$ cat config.mk
export PLATFORM = sky130hd
export DESIGN_NAME = apb_slave_mem
export DESIGN_NICKNAME = d
export VERILOG_FILES = /design/src/rtl/apb_slave_mem.sv
export SDC_FILE = /design/constraint.sdc
export NUM_CORES = 2
export LEC_CHECK = 0
export CELL_PAD_IN_SITES_DETAIL_PLACEMENT = 0
export CELL_PAD_IN_SITES_GLOBAL_PLACEMENT = 1
export CORE_MARGIN = 2
export CORE_UTILIZATION = 40
export DETAILED_ROUTE_END_ITERATION = 7
export PLACE_DENSITY_LB_ADDON = 0.1
export SLEW_MARGIN = 10
export SYNTH_ARGS = -nofsm -noshare
export SYNTH_HDL_FRONTEND = slang
export SYNTH_SLANG_ARGS = --single-unit
$ cat constraint.sdc
create_clock -name PCLK -period 8.3 [get_ports PCLK]
set_input_delay 0.83 -clock PCLK [delete_from_list [all_inputs] [get_ports PCLK]]
set_output_delay 0.83 -clock PCLK [all_outputs]
set_load 0.05 [all_outputs]
$ cat src/rtl/apb_slave_mem.sv
// APB4 completer backed by a word-addressed register memory with byte-strobe writes,
// fixed wait states, error responses for bad accesses, and a saturating error counter.
module apb_slave_mem #(
   parameter int ADDR_WIDTH  = 8,
   parameter int DATA_WIDTH  = 32,
   parameter int DEPTH       = 48,
   parameter int WAIT_STATES = 2
) (
   input  logic                    PCLK,
   input  logic                    PRESETn,
   input  logic                    PSEL,
   input  logic                    PENABLE,
   input  logic                    PWRITE,
   input  logic [ADDR_WIDTH-1:0]   PADDR,
   input  logic [DATA_WIDTH-1:0]   PWDATA,
   input  logic [DATA_WIDTH/8-1:0] PSTRB,
   output logic                    PREADY,
   output logic [DATA_WIDTH-1:0]   PRDATA,
   output logic                    PSLVERR,
   output logic [7:0]              err_count
);
   localparam int STRB_W = DATA_WIDTH / 8;
   localparam int IDX_W  = ADDR_WIDTH - 2;
   localparam logic [IDX_W:0] DEPTH_L = (IDX_W + 1)'(DEPTH);
   localparam logic [3:0]     WAIT_L  = 4'(WAIT_STATES);

   typedef enum logic [1:0] {IDLE, WAIT, RESP} state_t;

   state_t                  state_reg, state_next;
   logic [3:0]              cnt_reg, cnt_next;
   logic [IDX_W-1:0]        idx_reg, idx_next;
   logic                    write_reg, write_next;
   logic [DATA_WIDTH-1:0]   wdata_reg, wdata_next;
   logic [STRB_W-1:0]       strb_reg, strb_next;
   logic                    err_reg, err_next;
   logic                    pready_reg, pready_next;
   logic                    pslverr_reg, pslverr_next;
   logic [DATA_WIDTH-1:0]   prdata_reg, prdata_next;
   logic [7:0]              err_count_reg;

   logic [DATA_WIDTH-1:0]   mem_reg [DEPTH];
   logic [DATA_WIDTH-1:0]   rd_word;
   logic [DATA_WIDTH-1:0]   wr_word;
   logic                    commit;

   always_comb begin
      state_next = state_reg;
      cnt_next   = cnt_reg;
      idx_next   = idx_reg;
      write_next = write_reg;
      wdata_next = wdata_reg;
      strb_next  = strb_reg;
      err_next   = err_reg;
      case (state_reg)
         IDLE: begin
            // PENABLE already high here means no setup phase was seen: accept it, but as an error
            if (PSEL) begin
               idx_next   = PADDR[ADDR_WIDTH-1:2];
               write_next = PWRITE;
               wdata_next = PWDATA;
               strb_next  = PSTRB;
               err_next   = (|PADDR[1:0]) || ({1'b0, PADDR[ADDR_WIDTH-1:2]} >= DEPTH_L) || PENABLE;
               cnt_next   = WAIT_L;
               state_next = (WAIT_L == 4'd0) ? RESP : WAIT;
            end
         end
         WAIT: begin
            if (!PSEL) begin
               state_next = IDLE;
            end else if (PENABLE) begin
               if (cnt_reg <= 4'd1) state_next = RESP;
               else                 cnt_next   = cnt_reg - 4'd1;
            end
         end
         RESP:    state_next = IDLE;
         default: state_next = IDLE;
      endcase
   end

   // Read data is fetched on entry to RESP so that PRDATA can be a plain register
   assign rd_word      = mem_reg[idx_next];
   assign pready_next  = (state_next == RESP);
   assign pslverr_next = pready_next && err_next;
   assign prdata_next  = (pready_next && !write_next && !err_next) ? rd_word : '0;

   always_ff @(posedge PCLK or negedge PRESETn) begin
      if (!PRESETn) begin
         state_reg     <= IDLE;
         cnt_reg       <= '0;
         idx_reg       <= '0;
         write_reg     <= 1'b0;
         wdata_reg     <= '0;
         strb_reg      <= '0;
         err_reg       <= 1'b0;
         pready_reg    <= 1'b0;
         pslverr_reg   <= 1'b0;
         prdata_reg    <= '0;
         err_count_reg <= '0;
      end else begin
         state_reg     <= state_next;
         cnt_reg       <= cnt_next;
         idx_reg       <= idx_next;
         write_reg     <= write_next;
         wdata_reg     <= wdata_next;
         strb_reg      <= strb_next;
         err_reg       <= err_next;
         pready_reg    <= pready_next;
         pslverr_reg   <= pslverr_next;
         prdata_reg    <= prdata_next;
         if (pready_reg && pslverr_reg && (err_count_reg != 8'hFF))
            err_count_reg <= err_count_reg + 8'd1;
      end
   end

   genvar gi;
   generate
      for (gi = 0; gi < STRB_W; gi++) begin : g_lane
         assign wr_word[gi*8 +: 8] = strb_reg[gi] ? wdata_reg[gi*8 +: 8]
                                                  : mem_reg[idx_reg][gi*8 +: 8];
      end
   endgenerate

   // Writes land at the edge that closes the PREADY cycle; error transfers never get here
   assign commit = (state_reg == RESP) && write_reg && !err_reg;

   always_ff @(posedge PCLK or negedge PRESETn) begin
      if (!PRESETn) begin
         for (int w = 0; w < DEPTH; w++) mem_reg[w] <= '0;
      end else if (commit) begin
         mem_reg[idx_reg] <= wr_word;
      end
   end

   assign PREADY    = pready_reg;
   assign PRDATA    = prdata_reg;
   assign PSLVERR   = pslverr_reg;
   assign err_count = err_count_reg;

endmodule
==> reports/metrics.yaml <==
ant_nets: 0
worstPathMaxFanout: 56
drive_gt1_share_pct: 12.2
path_class: "flip-flop to flip-flop"
cts_sinks: 1628
met2_length_um: 171000
outcome: "finished, violations left"
grt_max_degree: 170
violations: "negative hold slack"
relSlewSlack_pct: 9.15
gp_congestion: 0.891
ys_seq_area_share_pct: 49.1
dieWidth_um: 459
worstPathRequired_ns: 9.07
hold_class: "input port to async pin"
syn_nets: 8731
p_leak_nw: 39.3
core_area_um2: 207000
crit_arrival_ns: 6.05
routedWlPerCell_um: 35.3
final_hold_viol_count: 16
hold_buffers: 0
num_rows: 167
nFillCells: 19700
syn-cell-area_um2: 83000
syn_to_final_growth_pct: 12.0
die_h_um: 459
grt_pass1_wl_um: 552000
ys_types: 76
post_cts_buffers: 0
reg2reg_slack_ns: 3.02
synth-edff-count: 0
synth-main-ff-cell: "dfrtp_1"
dr.pass1.iters: 6
worst_pin_slew_ns: 1.36
endpoint_kind: "flip-flop"
wl_met3_um: 37300
fin_crit_ns: 5.28
hpwl_um: 228000
drc: 0
die_area_um2: 211000
whs_ns: -0.0595
routed_wl_um: 395000
top_layer: "met5"
initial_core_util_pct: 40.2
viasPerCell: 6.42
m1WireLength_um: 166000
portBuffers: 90
cts_resized: 0
dp.cells: 10800
setup_viol: 0
total_power_mw: 24.8
maxCapViolCount: 0
yosysWarnings: 0
setup_tns_ns: 0
ioPinCount: 91
grt_usage_pct: 37.0
clock_skew_ns: 0.0465
largest_register_ffs: 1536
clk_pin_slew_ns: 0.06
grt_setup_unrepaired: "no"
cts_root_buffer: "clkbuf_16"
synth_seq_cells: 1628
synthArstFlopShare_pct: 100
grt_antenna_before_repair: 25
drt-initial-drc-count: 9089
maxSlewViolCount: 0
syn_inst: 8679
cts_tree: "yes"
grt_pass1_vias: 68000
synth_area_per_cell_um2: 9.56
cts_buffer_depth: 3
finalCritPeriodShare_pct: 63.6
cts_buffers: 190
fmax_mhz: 190
vias: 71700
startpoint_type: "flip-flop"
fin_nets: 8349
clk-insertion-delay-late_ns: 0.87
ir_drop_v: 0.000224
htreeDepth: 4
power_density_nw_per_um2: 267
layoutNonFillerInstCount: 11200
gr-total-overflow: 0
-- power by group --
group / switching [mW] / internal, mW / leakage [nW]
registers: 0.251 / 8.06 / 22.7
logic: 5.83 / 1.69 / 13.4
clock network: 3.65 / 5.34 / 3.27
-- metrics by stage --
| step | instance area [um^2] | setup WS, ns | utilization [%] |
|---|---|---|---|
| 2_1_floorplan | 83000 | 5.12 | - |
| 3_3_place_gp | 86200 | 2.69 | 41.7 |
| 3_5_place_dp | 86200 | 2.70 | 41.7 |
| 4_1_cts | 92800 | 3.19 | 44.9 |
| 5_1_grt | 92900 | 3.01 | 44.9 |
| 6_report | 92900 | 3.02 | 45.0 |
-- area by class of cell --
class	instances	area [um^2]	share of cell area, %
antenna	20	50.0	0.0539
inverter	26	120	0.129
clock buffer	281	5760	6.20
multi-input combinational	6152	39200	42.2
clock inverter	69	847	0.912
timing repair buffer	299	2760	2.97
tap	2704	3380	3.64
sequential	1628	40800	43.9
-- metal layers --
metal | GRT usage, % | vias up
li1 | - | 30400
met1 | 51.6 | 36400
met2 | 54.7 | 3936
met3 | 7.96 | 959
met4 | 17.5 | 16
met5 | 0 | -
-- path summary, 6_finish.rpt --
path / start / endpoint / depth (start not counted)
max: idx_reg[1] / mem_reg[375] / 9
min: PRESETn / mem_reg[1107] / 1
max reg2reg: idx_reg[1] / mem_reg[375] / 9
min reg2reg: mem_reg[317] / mem_reg[317] / 2
max in group asynchronous: PRESETn / mem_reg[802] / 3
min in group PCLK: mem_reg[317] / mem_reg[317] / 2
-- cells in the mapped netlist, types with 11 or more instances --
master     count  area, um^2
nand2_1     2157        8100
dfrtp_1     1628       40700
o21ai_0     1549        7750
mux2i_1      689        6900
clkbuf_1     559        2100
o22ai_1      310        1940
mux2_2       209        2350
buf_2        204        1020
a221oi_1     182        1590
mux4_2       144        3240
a22oi_1       93         698
a21oi_1       88         440
nand3_1       78         390
a31oi_1       69         432
nor2_1        69         259
nor4_1        58         363
buf_4         52         390
a221o_1       42         420
o21ai_1       42         210
a32oi_1       35         307
buf_1         32         120
a32o_1        28         280
o221ai_1      27         236
and3_1        24         150
buf_6         23         259
o2bb2ai_1     23         201
a22o_1        22         193
o22a_1        21         184
inv_1         19        71.3
a211oi_1      18         135
o2111ai_1     18         158
o32ai_1       13         114
nor2b_1       11        68.8
-- critical path, cell delays in order, from the launching register on --
cell      delay, ns
dfrtp_4        0.86
buf_4          0.92
and2_4         0.85
buf_4          0.74
a221oi_1       0.22
o22ai_1        0.40
a221o_1        0.27
o22a_1         0.15
buf_4          0.42
mux2_2         0.25
-- kinds of logic (layout without fill, tap and decap cells) --
group	after synthesis	after routing	share of synthesized area, %
muxes	1044	1044	15.1
adders and majority gates	3	3	0.0452
DFF	1628	1628	49.1
xor gates and xnor gates	9	9	0.0950
and+or+nand+nor	2461	2461	11.8
AOI/OAI and AO/OA	2635	2635	19.0
other	0	20	0
buffers and inverters	899	675	4.83
-- placed cells by master (no fill, tap or decap), drive strengths merged, types with 24 or more instances in the layout --
cell type	count
a221o	42
a32o	28
nor2	69
mux2i	690
mux2	210
o22ai	310
o221ai	27
clkinv	41
dfrtp	1628
clkbuf	281
nand3	79
a32oi	35
buf	210
clkdlybuf4s50	89
mux4	144
a221oi	182
a31oi	69
nor4	60
a22oi	93
and3	24
o21ai	1591
nand2	2157
a21oi	89
inv	29
Power figures use the tool's default switching activity.
